===== config.mk =====
export PLATFORM = sky130hd
export DESIGN_NAME = chaos_lfsr_mixer
export DESIGN_NICKNAME = d
export VERILOG_FILES = /design/src/rtl/chaos_lfsr_mixer.sv
export SDC_FILE = /design/constraint.sdc
export NUM_CORES = 1
export LEC_CHECK = 0
export BUFFER_PORTS_ARGS = -buffer_cell sky130_fd_sc_hd__buf_2
export CELL_PAD_IN_SITES_DETAIL_PLACEMENT = 1
export CELL_PAD_IN_SITES_GLOBAL_PLACEMENT = 2
export CORE_UTILIZATION = 40
export CTS_CLUSTER_SIZE = 16
export DETAILED_ROUTE_END_ITERATION = 10
export PLACE_DENSITY_LB_ADDON = 0.15
export SLEW_MARGIN = 20
export SYNTH_ARGS = -nofsm -noshare
export SYNTH_HDL_FRONTEND = slang
export SYNTH_SLANG_ARGS = --single-unit

===== constraint.sdc =====
create_clock -name clk -period 2.6 [get_ports clk]
set_input_delay 0.52 -clock clk [delete_from_list [all_inputs] [get_ports clk]]
set_output_delay 0.52 -clock clk [all_outputs]
set_load 0.005 [all_outputs]

===== src/rtl/chaos_lfsr_mixer.sv =====
// chaos_lfsr_mixer: folds a chaotic Q1.15 sample stream into a Galois LFSR,
// packs one LFSR bit per accepted sample into bytes and queues them for output.
//
// Ports:
//   clk, rst           rising-edge clock, asynchronous active-low reset
//   chaos_in/valid     free-running sample stream from the map stage (no ready)
//   reseed             1-cycle pulse: reload LFSR and restart warm-up
//   out_data/valid     FIFO head byte (0 when empty) and non-empty flag
//   out_ready          consumer accepts the head byte when out_valid is high
//   warm               high once warm-up is complete (RUN state)
//   overrun            sticky: a completed byte was dropped on a full FIFO
module chaos_lfsr_mixer #(
    parameter int          LFSR_W     = 16,
    parameter logic [15:0] TAPS       = 16'hB400,
    parameter logic [15:0] SEED       = 16'hACE1,
    parameter int          INJ_BITS   = 4,
    parameter int          WARMUP     = 8,
    parameter int          FIFO_DEPTH = 4
) (
    input  logic        clk,
    input  logic        rst,
    input  logic [15:0] chaos_in,
    input  logic        chaos_valid,
    input  logic        reseed,
    output logic [7:0]  out_data,
    output logic        out_valid,
    input  logic        out_ready,
    output logic        warm,
    output logic        overrun
);

    localparam int WC_W  = (WARMUP > 1) ? $clog2(WARMUP) : 1;
    localparam int PTR_W = (FIFO_DEPTH > 1) ? $clog2(FIFO_DEPTH) : 1;

    localparam logic [LFSR_W-1:0] TAPS_W = LFSR_W'(TAPS);
    localparam logic [LFSR_W-1:0] SEED_W = LFSR_W'(SEED);
    localparam logic [WC_W-1:0]   WC_END = WC_W'(WARMUP - 1);
    localparam logic [PTR_W:0]    DEPTH  = (PTR_W + 1)'(FIFO_DEPTH);

    typedef enum logic {
        ST_WARM = 1'b0,
        ST_RUN  = 1'b1
    } state_e;

    state_e            state_q, state_d;
    logic [LFSR_W-1:0] lfsr_q, lfsr_d;
    logic [WC_W-1:0]   warm_cnt_q, warm_cnt_d;
    logic [2:0]        bit_cnt_q, bit_cnt_d;
    // Only the seven most recent bits are kept; the eighth comes straight
    // from the current step when the byte is pushed.
    logic [6:0]        byte_sr_q, byte_sr_d;
    logic [7:0]        mem_q [FIFO_DEPTH];
    logic [7:0]        mem_d [FIFO_DEPTH];
    logic [PTR_W:0]    wr_ptr_q, wr_ptr_d;
    logic [PTR_W:0]    rd_ptr_q, rd_ptr_d;
    logic              overrun_q, overrun_d;

    logic [LFSR_W-1:0] shifted;
    logic [LFSR_W-1:0] inj;
    logic [LFSR_W-1:0] nxt;
    logic [LFSR_W-1:0] rsd;
    logic [PTR_W:0]    count;
    logic              step;
    logic              push;
    logic              pop;
    logic              full;
    logic [7:0]        push_byte;

    always_comb begin
        state_d    = state_q;
        lfsr_d     = lfsr_q;
        warm_cnt_d = warm_cnt_q;
        bit_cnt_d  = bit_cnt_q;
        byte_sr_d  = byte_sr_q;
        mem_d      = mem_q;
        wr_ptr_d   = wr_ptr_q;
        rd_ptr_d   = rd_ptr_q;
        overrun_d  = overrun_q;
        push       = 1'b0;

        step = chaos_valid & ~reseed;

        shifted = lfsr_q[0] ? ((lfsr_q >> 1) ^ TAPS_W) : (lfsr_q >> 1);
        inj = '0;
        inj[INJ_BITS-1:0] = chaos_in[INJ_BITS-1:0];
        nxt = shifted ^ inj;
        rsd = chaos_valid ? (SEED_W ^ LFSR_W'(chaos_in)) : SEED_W;
        push_byte = {byte_sr_q, nxt[0]};

        if (reseed) begin
            lfsr_d     = (rsd == '0) ? SEED_W : rsd;
            state_d    = ST_WARM;
            warm_cnt_d = '0;
            bit_cnt_d  = '0;
            byte_sr_d  = '0;
        end else if (step) begin
            // An all-zero Galois state never leaves zero, so fall back to SEED.
            lfsr_d = (nxt == '0) ? SEED_W : nxt;
            unique case (state_q)
                ST_WARM: begin
                    if (warm_cnt_q == WC_END) begin
                        state_d    = ST_RUN;
                        warm_cnt_d = '0;
                    end else begin
                        warm_cnt_d = warm_cnt_q + 1'b1;
                    end
                end
                ST_RUN: begin
                    byte_sr_d = push_byte[6:0];
                    bit_cnt_d = bit_cnt_q + 3'd1;
                    push      = (bit_cnt_q == 3'd7);
                end
                default: state_d = ST_WARM;
            endcase
        end

        count = wr_ptr_q - rd_ptr_q;
        full  = (count == DEPTH);
        pop   = (count != '0) & out_ready;

        if (pop) begin
            rd_ptr_d = rd_ptr_q + 1'b1;
        end

        // A pop in the same cycle frees the slot, so a full FIFO still
        // accepts the new byte.
        if (push) begin
            if (full && !pop) begin
                overrun_d = 1'b1;
            end else begin
                mem_d[wr_ptr_q[PTR_W-1:0]] = push_byte;
                wr_ptr_d = wr_ptr_q + 1'b1;
            end
        end
    end

    always_ff @(posedge clk or negedge rst) begin
        if (!rst) begin
            state_q    <= ST_WARM;
            lfsr_q     <= SEED_W;
            warm_cnt_q <= '0;
            bit_cnt_q  <= '0;
            byte_sr_q  <= '0;
            for (int i = 0; i < FIFO_DEPTH; i++) begin
                mem_q[i] <= '0;
            end
            wr_ptr_q   <= '0;
            rd_ptr_q   <= '0;
            overrun_q  <= 1'b0;
        end else begin
            state_q    <= state_d;
            lfsr_q     <= lfsr_d;
            warm_cnt_q <= warm_cnt_d;
            bit_cnt_q  <= bit_cnt_d;
            byte_sr_q  <= byte_sr_d;
            mem_q      <= mem_d;
            wr_ptr_q   <= wr_ptr_d;
            rd_ptr_q   <= rd_ptr_d;
            overrun_q  <= overrun_d;
        end
    end

    assign out_valid = (count != '0);
    assign out_data  = out_valid ? mem_q[rd_ptr_q[PTR_W-1:0]] : 8'h00;
    assign warm      = (state_q == ST_RUN);
    assign overrun   = overrun_q;

endmodule


==> metrics <==
Tightest Pin Transition=0.691 ns; Fmax achieved=417 MHz; Slew Viols, Final=0; GRT Util Overall=19.9%; H-tree Lvls=3; clock root buffer=clkbuf_8; Synth area leader=dfrtp_1; Std-Cell Rows=33; largest stage delay on the critical path=0.64 ns; Clock Skews=around 0.013 ns; relative slew slack=a little over half; mean number of vias per cell=5.53; largest net degree at the start of global routing=35; die span in y=between 90 and 100 um; IO Count=32; drt drc=0; drt first pass iters=4; VDD IR max=287 uV; I/O Buffers=31; deepest clock path buffer count=2; Initial Util=a little over two fifths; Post-Synthesis Cells=between 200 and 300; total area of sequential cells=between 1500 and 2000 um^2; Routed Wire Length=~7900 um; synth unique cells=44; post-route ant nets=0; Hold Path Class=input port to async pin; crit path kind=flip-flop to flip-flop; Final period util=between 90 and 100%; Bufs and invs on worst path=1; number of CTS-inserted buffers=9; post-route setup TNS=0 ns; # Post-CTS Setup Buffers=0; Req. time, crit path=about 2.8 ns; clock slew at reported path FFs=around 0.090 ns; status=completed; initial antenna violation count=0; drt wl/cell=between 15 and 20 um; post-CTS sizing=0; top cell type's share of synthesized area=approximately 43%; Tmin final=2.40 ns; crit path launch type=flip-flop; Fin. Hold Viols=0; final setup violating endpoints=0; Initial DRC Count=between 60 and 70; yosys warns=0; Lkg Pwr=between 1.5 and 2 nW; vias in the first global route=~2,600; Post-synth top cells=61 x dfrtp_1, 34 x mux2_2, 21 x nand2_1; share of flip-flops with an asynchronous set or reset=100%; Hold-fix buffers, CTS=0; post-synthesis register bit count=69; Syn-to-layout area delta=16.0%; CTS tree=done; largest delay contributor family on the critical path=compound AO/OA/AOI/OAI gates; area occupied by multi-input gates=between 1500 and 2000 um^2; PD cells=574 nW/um^2; antenna cells=0; Syn Nets=about 320; insertion delay to the later sink of the worst-skew pair=between 0.3 and 0.4 ns; worst path cell trace=inv_1 > ha_1 > nand2b_1 > and3_1 > o311ai_4 > mux2_2; hold slack final=roughly 0.21 ns; number of flops mapped to enable cells by yosys=0; Core ar.=8380 um^2; Final GP Congestion=roughly 0.75; max cap viols=0; Overflow after GRT=0; first-pass GRT wire length=around 14,000 um; RSZ-0062 raised after global routing=no; Crit-path slowest cell=o311ai_4; most common cell in the netlist=dfrtp_1; Die Width=95.9 um; die area=9200 um^2; CP max FO=9; Mapped Avg Cell Area=~12 um^2; Worst Path Arrival=~2.6 ns; CP endpoint kind=flip-flop; share of cells above drive strength 1=a little over a third; vias=2,443; Post-Syn Area=roughly 3500 um^2; fill count=around 900; Layout Nets=364; synth top area cells=dfrtp_1 43%, mux2_2 11%, dfstp_2 6.0%; sequential area share after synthesis=between 40% and 50%; ys flop type=dfrtp_1; CTS sink count=69; DP Area=about 3900 um^2; Detailed Place HPWL=~5600 um; Post-Layout Inst Area=4090 um^2
==> report_power, final <==
group / internal (mW) / total, mW / switching, mW
sequential: 1.12 / 1.15 / 0.0346
clock: 0.557 / 1.02 / 0.465
combinational: 0.0726 / 0.172 / 0.0996
total: 1.75 / 2.35 / 0.599
==> layer usage <==
metal	part of all wire (%)	global-route usage, %	routed length, um	vias to the layer above
met4	1.7	8.21	136	0
met5	0	0	0	-
met3	2.7	3.24	215	13
li1	-	-	-	1135
met2	50	33.2	3970	39
met1	46	25.8	3620	1256
==> per-stage QoR <==
stage	power, mW	setup slack (ns)	instances	utilization, %
6_report	2.35	0.202	442	48.8
5_1_grt	2.45	0.0166	442	48.8
4_1_cts	2.38	0.173	442	48.8
3_5_place_dp	1.35	0.223	426	46.1
3_3_place_gp	1.35	0.315	426	46.1
2_1_floorplan	1.27	0.175	291	-
==> kinds of logic after synthesis <==
group,after synthesis,share of synthesized area (%)
XOR/XNOR,15,3.72
flip-flops,69,49.2
multiplexers,48,17.7
buffers and inverters,22,2.66
AO/OA/AOI/OAI,54,12.0
AND/OR/NAND/NOR,72,10.9
adder cells (fa/ha/maj),11,3.90
==> placed cells by master (no fill, tap or decap), drive strengths merged, types with 8 or more instances in the layout <==
cell type / Yosys / layout
a21oi: 18 / 18
nor2: 11 / 11
buf: 5 / 44
mux4: 8 / 8
dfrtp: 61 / 61
mux2: 34 / 34
xnor2: 9 / 9
o21ai: 13 / 13
ha: 11 / 11
clkbuf: 9 / 9
nor2b: 9 / 9
inv: 8 / 11
dfstp: 8 / 8
nand2: 22 / 22
nor3: 11 / 11
==> worst paths after layout <==
path,slack (ns),endpoint,cells past startpoint,startpoint
max in group asynchronous,1.77,bit_cnt_q[1]$_DFFE_PN0P_,2,rst
min reg2reg,0.48,overrun$_DFFE_PN0P_,1,overrun$_DFFE_PN0P_
min,0.21,byte_sr_q[3]$_DFFE_PN0P_,1,rst
max,0.20,mem_q[2]$_DFFE_PN0P_,6,wr_ptr_q[0]$_DFFE_PN0P_
max reg2reg,0.20,mem_q[2]$_DFFE_PN0P_,6,wr_ptr_q[0]$_DFFE_PN0P_
min in group clk,0.40,lfsr_q[4]$_DFFE_PN0P_,3,chaos_in[4]
==> worst register-to-register path, stage by stage (launching register included) <==
cell,delay [ns]
dfrtp_1,0.41
inv_1,0.10
ha_1,0.22
nand2b_1,0.17
and3_1,0.33
o311ai_4,0.64
mux2_2,0.42
==> cell type report <==
| cell class | instances | share of cell area, % |
|---|---|---|
| clock buffer | 9 | 3.03 |
| clock inverter | 7 | 2.60 |
| inverter | 8 | 0.734 |
| multi-input combinational | 200 | 41.5 |
| sequential | 69 | 42.4 |
| tap | 105 | 3.21 |
| timing repair buffer | 44 | 6.48 |
==> registers in the layout, indices dropped and copies added, names as in the netlist <==
| register | count |
|---|---|
| mem_q | 32 |
| bit_cnt_q | 3 |
| warm_cnt_q | 3 |
| overrun | 1 |
| lfsr_q | 16 |
| rd_ptr_q | 3 |
| byte_sr_q | 7 |
| wr_ptr_q | 3 |
| warm | 1 |
Note: power is estimated with default switching activity, not from simulation.
